File: src/rtl/piso_pkg.sv
// Shared types and constants for the PISO stream serializer.
// PISO_PARITY_EN adds the PARITY state to the state enum.
package piso_pkg;

  typedef enum logic [1:0] {
    ST_IDLE   = 2'd0,
    ST_SHIFT  = 2'd1
`ifdef PISO_PARITY_EN
    ,
    ST_PARITY = 2'd2
`endif
  } piso_state_e;

  localparam int unsigned PARITY_LANE = 0;

endpackage

File: src/rtl/piso_beat_counter.sv
// Down-counter of beats remaining in the current word.
// load_i presets it to BEATS-1 and dec_i counts down. last_o flags the final data beat.
module piso_beat_counter #(
  parameter int BEATS = 16,
  localparam int CW = $clog2(BEATS + 1)
) (
  input  logic clk,
  input  logic reset,
  input  logic load_i,
  input  logic dec_i,
  output logic last_o
);

  logic [CW-1:0] cnt_q, cnt_d;

  always_comb begin
    cnt_d = cnt_q;
    if (load_i)     cnt_d = CW'(BEATS - 1);
    else if (dec_i) cnt_d = cnt_q - 1'b1;
  end

  always_ff @(posedge clk or posedge reset) begin
    if (reset) cnt_q <= '0;
    else       cnt_q <= cnt_d;
  end

  assign last_o = (cnt_q == '0);

endmodule

File: src/rtl/piso_stream_serializer.sv
// Parallel-in serial-out serializer with valid/ready handshakes on both sides.
// Defining PISO_PARITY_EN appends an even-parity beat after each word.
module piso_stream_serializer
  import piso_pkg::*;
#(
  parameter int DATA_WIDTH = 16,
  parameter int LANES      = 1,
  parameter int MSB_FIRST  = 0
) (
  input  logic                  clk,
  input  logic                  reset,
  input  logic [DATA_WIDTH-1:0] din,
  input  logic                  din_valid,
  output logic                  din_ready,
  output logic [LANES-1:0]      dout,
  output logic                  dout_valid,
  input  logic                  dout_ready,
  output logic                  dout_last,
  output logic                  busy
);

  localparam int BEATS = DATA_WIDTH / LANES;

  if (DATA_WIDTH % LANES != 0) begin : g_bad_lanes
    $error("piso_stream_serializer: DATA_WIDTH must be a multiple of LANES");
  end

  piso_state_e           state_q, state_d;
  logic [DATA_WIDTH-1:0] sreg_q, sreg_d;
  logic                  rdy_en_q;
  logic                  accept;
  logic                  cnt_load, cnt_dec, cnt_last;
  logic [LANES-1:0]      beat_data;
  logic [DATA_WIDTH-1:0] sreg_shift;
`ifdef PISO_PARITY_EN
  logic                  par_q;
`endif

  assign beat_data  = (MSB_FIRST != 0) ? sreg_q[DATA_WIDTH-1 -: LANES] : sreg_q[LANES-1:0];
  assign sreg_shift = (MSB_FIRST != 0) ? (sreg_q << LANES) : (sreg_q >> LANES);

  piso_beat_counter #(.BEATS(BEATS)) u_cnt (
    .clk    (clk),
    .reset  (reset),
    .load_i (cnt_load),
    .dec_i  (cnt_dec),
    .last_o (cnt_last)
  );

  always_comb begin
    state_d    = state_q;
    sreg_d     = sreg_q;
    cnt_load   = 1'b0;
    cnt_dec    = 1'b0;
    dout_valid = 1'b0;
    dout_last  = 1'b0;
    din_ready  = 1'b0;
    dout       = '0;
    case (state_q)
      ST_IDLE: din_ready = rdy_en_q;
      ST_SHIFT: begin
        dout_valid = 1'b1;
        dout       = beat_data;
`ifndef PISO_PARITY_EN
        dout_last  = cnt_last;
        din_ready  = cnt_last & dout_ready;
`endif
        if (dout_ready) begin
          if (!cnt_last) begin
            cnt_dec = 1'b1;
            sreg_d  = sreg_shift;
          end else begin
`ifdef PISO_PARITY_EN
            state_d = ST_PARITY;
`else
            state_d = ST_IDLE;
`endif
          end
        end
      end
`ifdef PISO_PARITY_EN
      ST_PARITY: begin
        dout_valid        = 1'b1;
        dout_last         = 1'b1;
        dout[PARITY_LANE] = par_q;
        din_ready         = dout_ready;
        if (dout_ready) state_d = ST_IDLE;
      end
`endif
      default: state_d = ST_IDLE;
    endcase
    // A word taken on the last-beat handshake overrides the return to IDLE
    accept = din_valid & din_ready;
    if (accept) begin
      state_d  = ST_SHIFT;
      sreg_d   = din;
      cnt_load = 1'b1;
    end
  end

  always_ff @(posedge clk or posedge reset) begin
    if (reset) begin
      state_q  <= ST_IDLE;
      sreg_q   <= '0;
      rdy_en_q <= 1'b0;
    end else begin
      state_q  <= state_d;
      sreg_q   <= sreg_d;
      rdy_en_q <= 1'b1;
    end
  end

`ifdef PISO_PARITY_EN
  always_ff @(posedge clk or posedge reset) begin
    if (reset)       par_q <= 1'b0;
    else if (accept) par_q <= ^din;
  end
`endif

  assign busy = (state_q != ST_IDLE);

endmodule

File: config.mk
export PLATFORM = sky130hd
export DESIGN_NAME = piso_stream_serializer
export DESIGN_NICKNAME = d
export VERILOG_FILES = /design/src/rtl/piso_pkg.sv /design/src/rtl/piso_beat_counter.sv /design/src/rtl/piso_stream_serializer.sv
export SDC_FILE = /design/constraint.sdc
export NUM_CORES = 1
export LEC_CHECK = 0
export CORE_ASPECT_RATIO = 0.9
export CORE_MARGIN = 2
export CORE_UTILIZATION = 25
export CTS_CLUSTER_SIZE = 20
export DETAILED_ROUTE_END_ITERATION = 10
export PLACE_DENSITY = 0.55
export SLEW_MARGIN = 40
export SYNTH_ARGS = -nofsm -noshare
export SYNTH_HDL_FRONTEND = slang
export SYNTH_SLANG_ARGS = --single-unit
File: constraint.sdc
create_clock -name clk -period 3.3 [get_ports clk]
set_clock_uncertainty 0.15 [all_clocks]
set_input_delay 0.495 -clock clk [delete_from_list [all_inputs] [get_ports clk]]
set_output_delay 0.495 -clock clk [all_outputs]
set_load 0.05 [all_outputs]
# Word-level counts from Yosys, hierarchy flattened
# Index checks and enable logic that the tools add are counted.
dict set report classes {
  n_bitwise 2
  n_reduce_logical 8
  n_mux 18
  add_sub_neg 1
  eq_ne 5
}
# op count
set ops {}
lappend ops {{$mux 16} 4}
lappend ops {{$mux 5} 2}
lappend ops {{$reduce_bool 2->1} 4}
lappend ops {{$mux 1} 7}
lappend ops {{$mux 2} 3}
lappend ops {{$ne 3x3->1 const B} 2}
lappend ops {{$reduce_and 3->1} 2}
lappend ops {{$logic_not 5->1} 1}
lappend ops {{$sub 5x1->5 const B} 1}
lappend ops {{$ne 2x2->1 const B} 2}
lappend ops {{$pmux 2 s2} 1}
lappend ops {{$and 1x1->1} 2}
lappend ops {{$eq 2x1->1 const B} 1}
lappend ops {{$logic_not 2->1} 1}
lappend ops {{$pmux 1 s2} 1}
dict set report totals {
  output_inout_bits 5
  register_bits 24
  input_bits 20
  elab_cells 38
}

# Depth between registers and ports, before layout
dict set report depth {
  ltp_word 6
  depth_mapped 7
  ltp_nobuf 5
}

# Hierarchy
# A second synthesis with hierarchy kept.
dict set report unflattened {
  cells_unflattened 94
  area_unflattened_um2 1272.5
}
# mod instances seq_area_each_um2 cells_each area_each_um2
set by_module_without_submodules {}
lappend by_module_without_submodules {piso_stream_serializer 1 450.4 68 989.7}
lappend by_module_without_submodules {piso_beat_counter 1 125.1 26 282.8}

# Worst setup path after synthesis
# No wires, ideal clock.
dict set report synth_path {
  path_kind {register to output}
  start {register u_cnt.cnt_q[0]}
  end {output din_ready}
  n_path_buf 2
  path_stages_with_launch 7
  path_slack_ns 0.246
  arrival_time_ns 2.409
  path_cell_list {dfrtp_1 -> inv_1 -> ha_1 -> or4b_1 -> buf_6 -> buf_12 -> o21ai_0}
}
dict set report synth_between {
  elab_chain_cells 3
}
# item line_no
set synth_lines {}
lappend synth_lines {{from (decl)} piso_beat_counter.sv:14} ;# logic [CW-1:0] cnt_q, cnt_d;
lappend synth_lines {{from (signal assigned)} piso_beat_counter.sv:24} ;# else cnt_q <= cnt_d;
lappend synth_lines {{$logic_not 5->1} piso_beat_counter.sv:27} ;# assign last_o = (cnt_q == '0);
lappend synth_lines {{$and 1x1->1} piso_stream_serializer.sv:66} ;# din_ready = cnt_last & dout_ready;
lappend synth_lines {{$pmux 1 s2} piso_stream_serializer.sv:59} ;# case (state_q)
lappend synth_lines {{to (decl)} piso_stream_serializer.sv:14} ;# output logic din_ready,
# Every way passes these cells.

# Worst setup path after layout
dict set report layout_path {
  start {register u_cnt.cnt_q[0]}
  end {output dout_last}
}
dict set report layout_between {
  elab_chain_cells 2
}
# item line_no
set layout_lines {}
lappend layout_lines {{$logic_not 5->1} piso_beat_counter.sv:27}
lappend layout_lines {{$mux 1} piso_stream_serializer.sv:59}
lappend layout_lines {{to (decl)} piso_stream_serializer.sv:18} ;# output logic dout_last,
# Every way passes these cells.

==> flow_summary.toml <==
[pwr]
clockPowerShare_pct = 13.5
totalPowerFinal_uw = 1300
seqPwrFrac_pct = 40.5
p_comb_share_pct = 46.0
p_int_uw = 792
powerDensity_nw_per_um2 = 749
leakage_uw = 0.000744
vdd_drop_max_uv = 244
p_sw_uw = 506
netSwitchingFraction_pct = 39.0

[finish]
drive_above_1_share_pct = 17.4
final_common_cell = "dfrtp_1"
instances_no_fill = 222
antenna_cells = 0
area_growth_pct = 25.3
nets = 177
layout_common_cells = "dfrtp_1 (23), clkdlybuf4s50_1 (22), o21ai_0 (20)"
fillCellCount = 532

[detailed_routing]
antenna_left = 0
wire_per_inst_microns = 16.1
vias = 1223
totalWireLength_mm = 3.58
firstDrtPassIters = 4
drc = 0
viasPerCell = 5.51
drt_iter0_drc = 87

[synth]
synth_top_area_share_pct = 41.6
synthTopCellsByArea = "dfrtp_1 (42%), a2bb2oi_1 (9.5%), a221oi_2 (8.7%)"
synthDistinctLibCells = 32
synth.largest_area_cell = "dfrtp_1"
synth_area_sq_um = 1380
ys_seq_elements = 23
syn_area_per_cell_sq_um = 10.3
synthCells = 134
syn_nets = 155
ys_warn_count = 0
seq_area_frac_synth_pct = 41.6

[setup_path]
end_kind = "output port"
crit_arrival_ps = 1940
worstSetupStartpointType = "flip-flop"
worstSetupPathType = "reg2out"
cp_data_required_time_ps = 2650
worstPathMaxFanout = 9

[floorplan]
die-area_sq_um = 6140
die_x_microns = 82.4
top_level_ports = 25
start_util_pct = 26.2
die_h_microns = 74.6
rows = 25
core-area_sq_um = 5290

[cts]
cts_tree = "built"
clk_path_buf_depth = 2
cts-root-buf = "clkbuf_8"
hold_buffers = 0
clock_sinks = 23
post-cts-setup-buffers = 0
cts_resized = 0
clk_latency_ps = 260
htreeDepth = 1
clkTransAtPathRegs_ps = 80
cts_buffers = 3

[global_route]
track_usage_pct = 12.3
grt_pass1_wl_mm = 5.89
overflow = 0
antenna_found_initial = 0
grt_start_max_net_pins = 24
grt_pass1_vias = 1198

[timing]
min_period_ps = 2580
holdWs_ps = 412
setup_tns_ps = 0
slew_headroom_pct = 53.2
report.final.slew_viol_count = 0
setup_slack_ps = 717
fmax_ghz = 0.387
tightest_slew_ps = 700
rsz0062_at_grt = "false"
finalCritPeriodShare_pct = 78.3
hold_violations = 0
setup_viol = 0

[placement]
dpl.cell_count = 218
port_buffers = 24
pre_cts_slack_ps = 854
place_congestion = 0.754
hpwl_mm = 2.43

[job]
drv_cap = 0

[status]
status = "finished, final reports clean"

[hold_path]
hp-class = "reg2reg"
## path summary, 6_finish.rpt
path                                             from  depth (start not counted)                          to  slack, ps
max in group asynchronous                       reset                          2      sreg_q[15]$_DFFE_PP0P_       2240
setup reg to reg           u_cnt.cnt_q[0]$_DFFE_PP0P_                          7       sreg_q[7]$_DFFE_PP0P_        950
hold / removal             u_cnt.cnt_q[4]$_DFFE_PP0P_                          1  u_cnt.cnt_q[4]$_DFFE_PP0P_        410
setup / recovery           u_cnt.cnt_q[0]$_DFFE_PP0P_                          5                   dout_last        720
hold reg to reg            u_cnt.cnt_q[4]$_DFFE_PP0P_                          1  u_cnt.cnt_q[4]$_DFFE_PP0P_        410
min in group asynchronous                       reset                          2  u_cnt.cnt_q[0]$_DFFE_PP0P_        430
## metal layers
metal | track usage (%) | wire (microns)
met5 | 0 | 0
met4 | 3.15 | 19
met3 | 2.79 | 228
met2 | 18.7 | 1580
met1 | 17.6 | 1750
## critical path: stages, from the launching register on
cell and delay (ps):
dfrtp_1 420, inv_1 70, ha_1 180, nor4b_2 590, and2_1 220, buf_4 190
## state kept, by name, summed over array words and instances (netlist names)
name,cells
sreg_q,16
u_cnt.cnt_q,5
rdy_en_q,1
state_q,1
## Yosys cell counts
library cell and number:
or3_2 1, dfrtp_1 23, nor2b_1 1, a2bb2oi_1 15
buf_4 1, and2_1 2, or4b_1 1, or3_1 1
o211ai_1 2, clkbuf_1 8, a221o_1 1, buf_2 5
and3b_1 1, nand2_1 2, a221oi_2 8, nor4b_2 1
a221oi_1 7, a21oi_1 1, nor3_1 1, buf_12 1
nand3_1 3, a211o_1 1, or4_2 1, ha_1 1
o311a_2 1, nand2b_1 1, buf_6 1, o21ai_0 20
conb_1 1, and3_1 17, inv_1 3, a21o_1 1
## cells by family (layout without fill, tap and decap cells)
group / after synthesis / after routing / share of synthesized area (%)
other cells: 1 / 1 / 0.271
fa+ha+maj: 1 / 1 / 0.905
flops: 23 / 23 / 41.6
buf+inv: 19 / 40 / 7.60
compound gates: 57 / 57 / 34.0
simple gates: 33 / 33 / 15.6
## power groups by stage
stage	combinational [uW]	sequential, uW	clock (uW)
after floorplan	458	500	0
after global placement	585	518	0
after detailed placement	601	526	0
after CTS	604	521	187
after global routing	651	542	200
final	598	526	175
## final cells by class
cell class              count  area (sq um)  area share [%]
multi-input cells          92           702            40.5
clock buffers               4          45.0            2.60
flip-flops and latches     23           576            33.2
inverters                   3          11.3           0.650
repair buffers             33           315            18.2
well taps                  67          83.8            4.84
## per-stage QoR
stage          cell area, sq um  util, %
2_1_floorplan              1380        -
3_3_place_gp               1690     31.9
3_5_place_dp               1690     31.9
4_1_cts                    1730     32.8
5_1_grt                    1730     32.8
6_report                   1730     32.8
No activity file was read; power rests on OpenSTA's default activity.
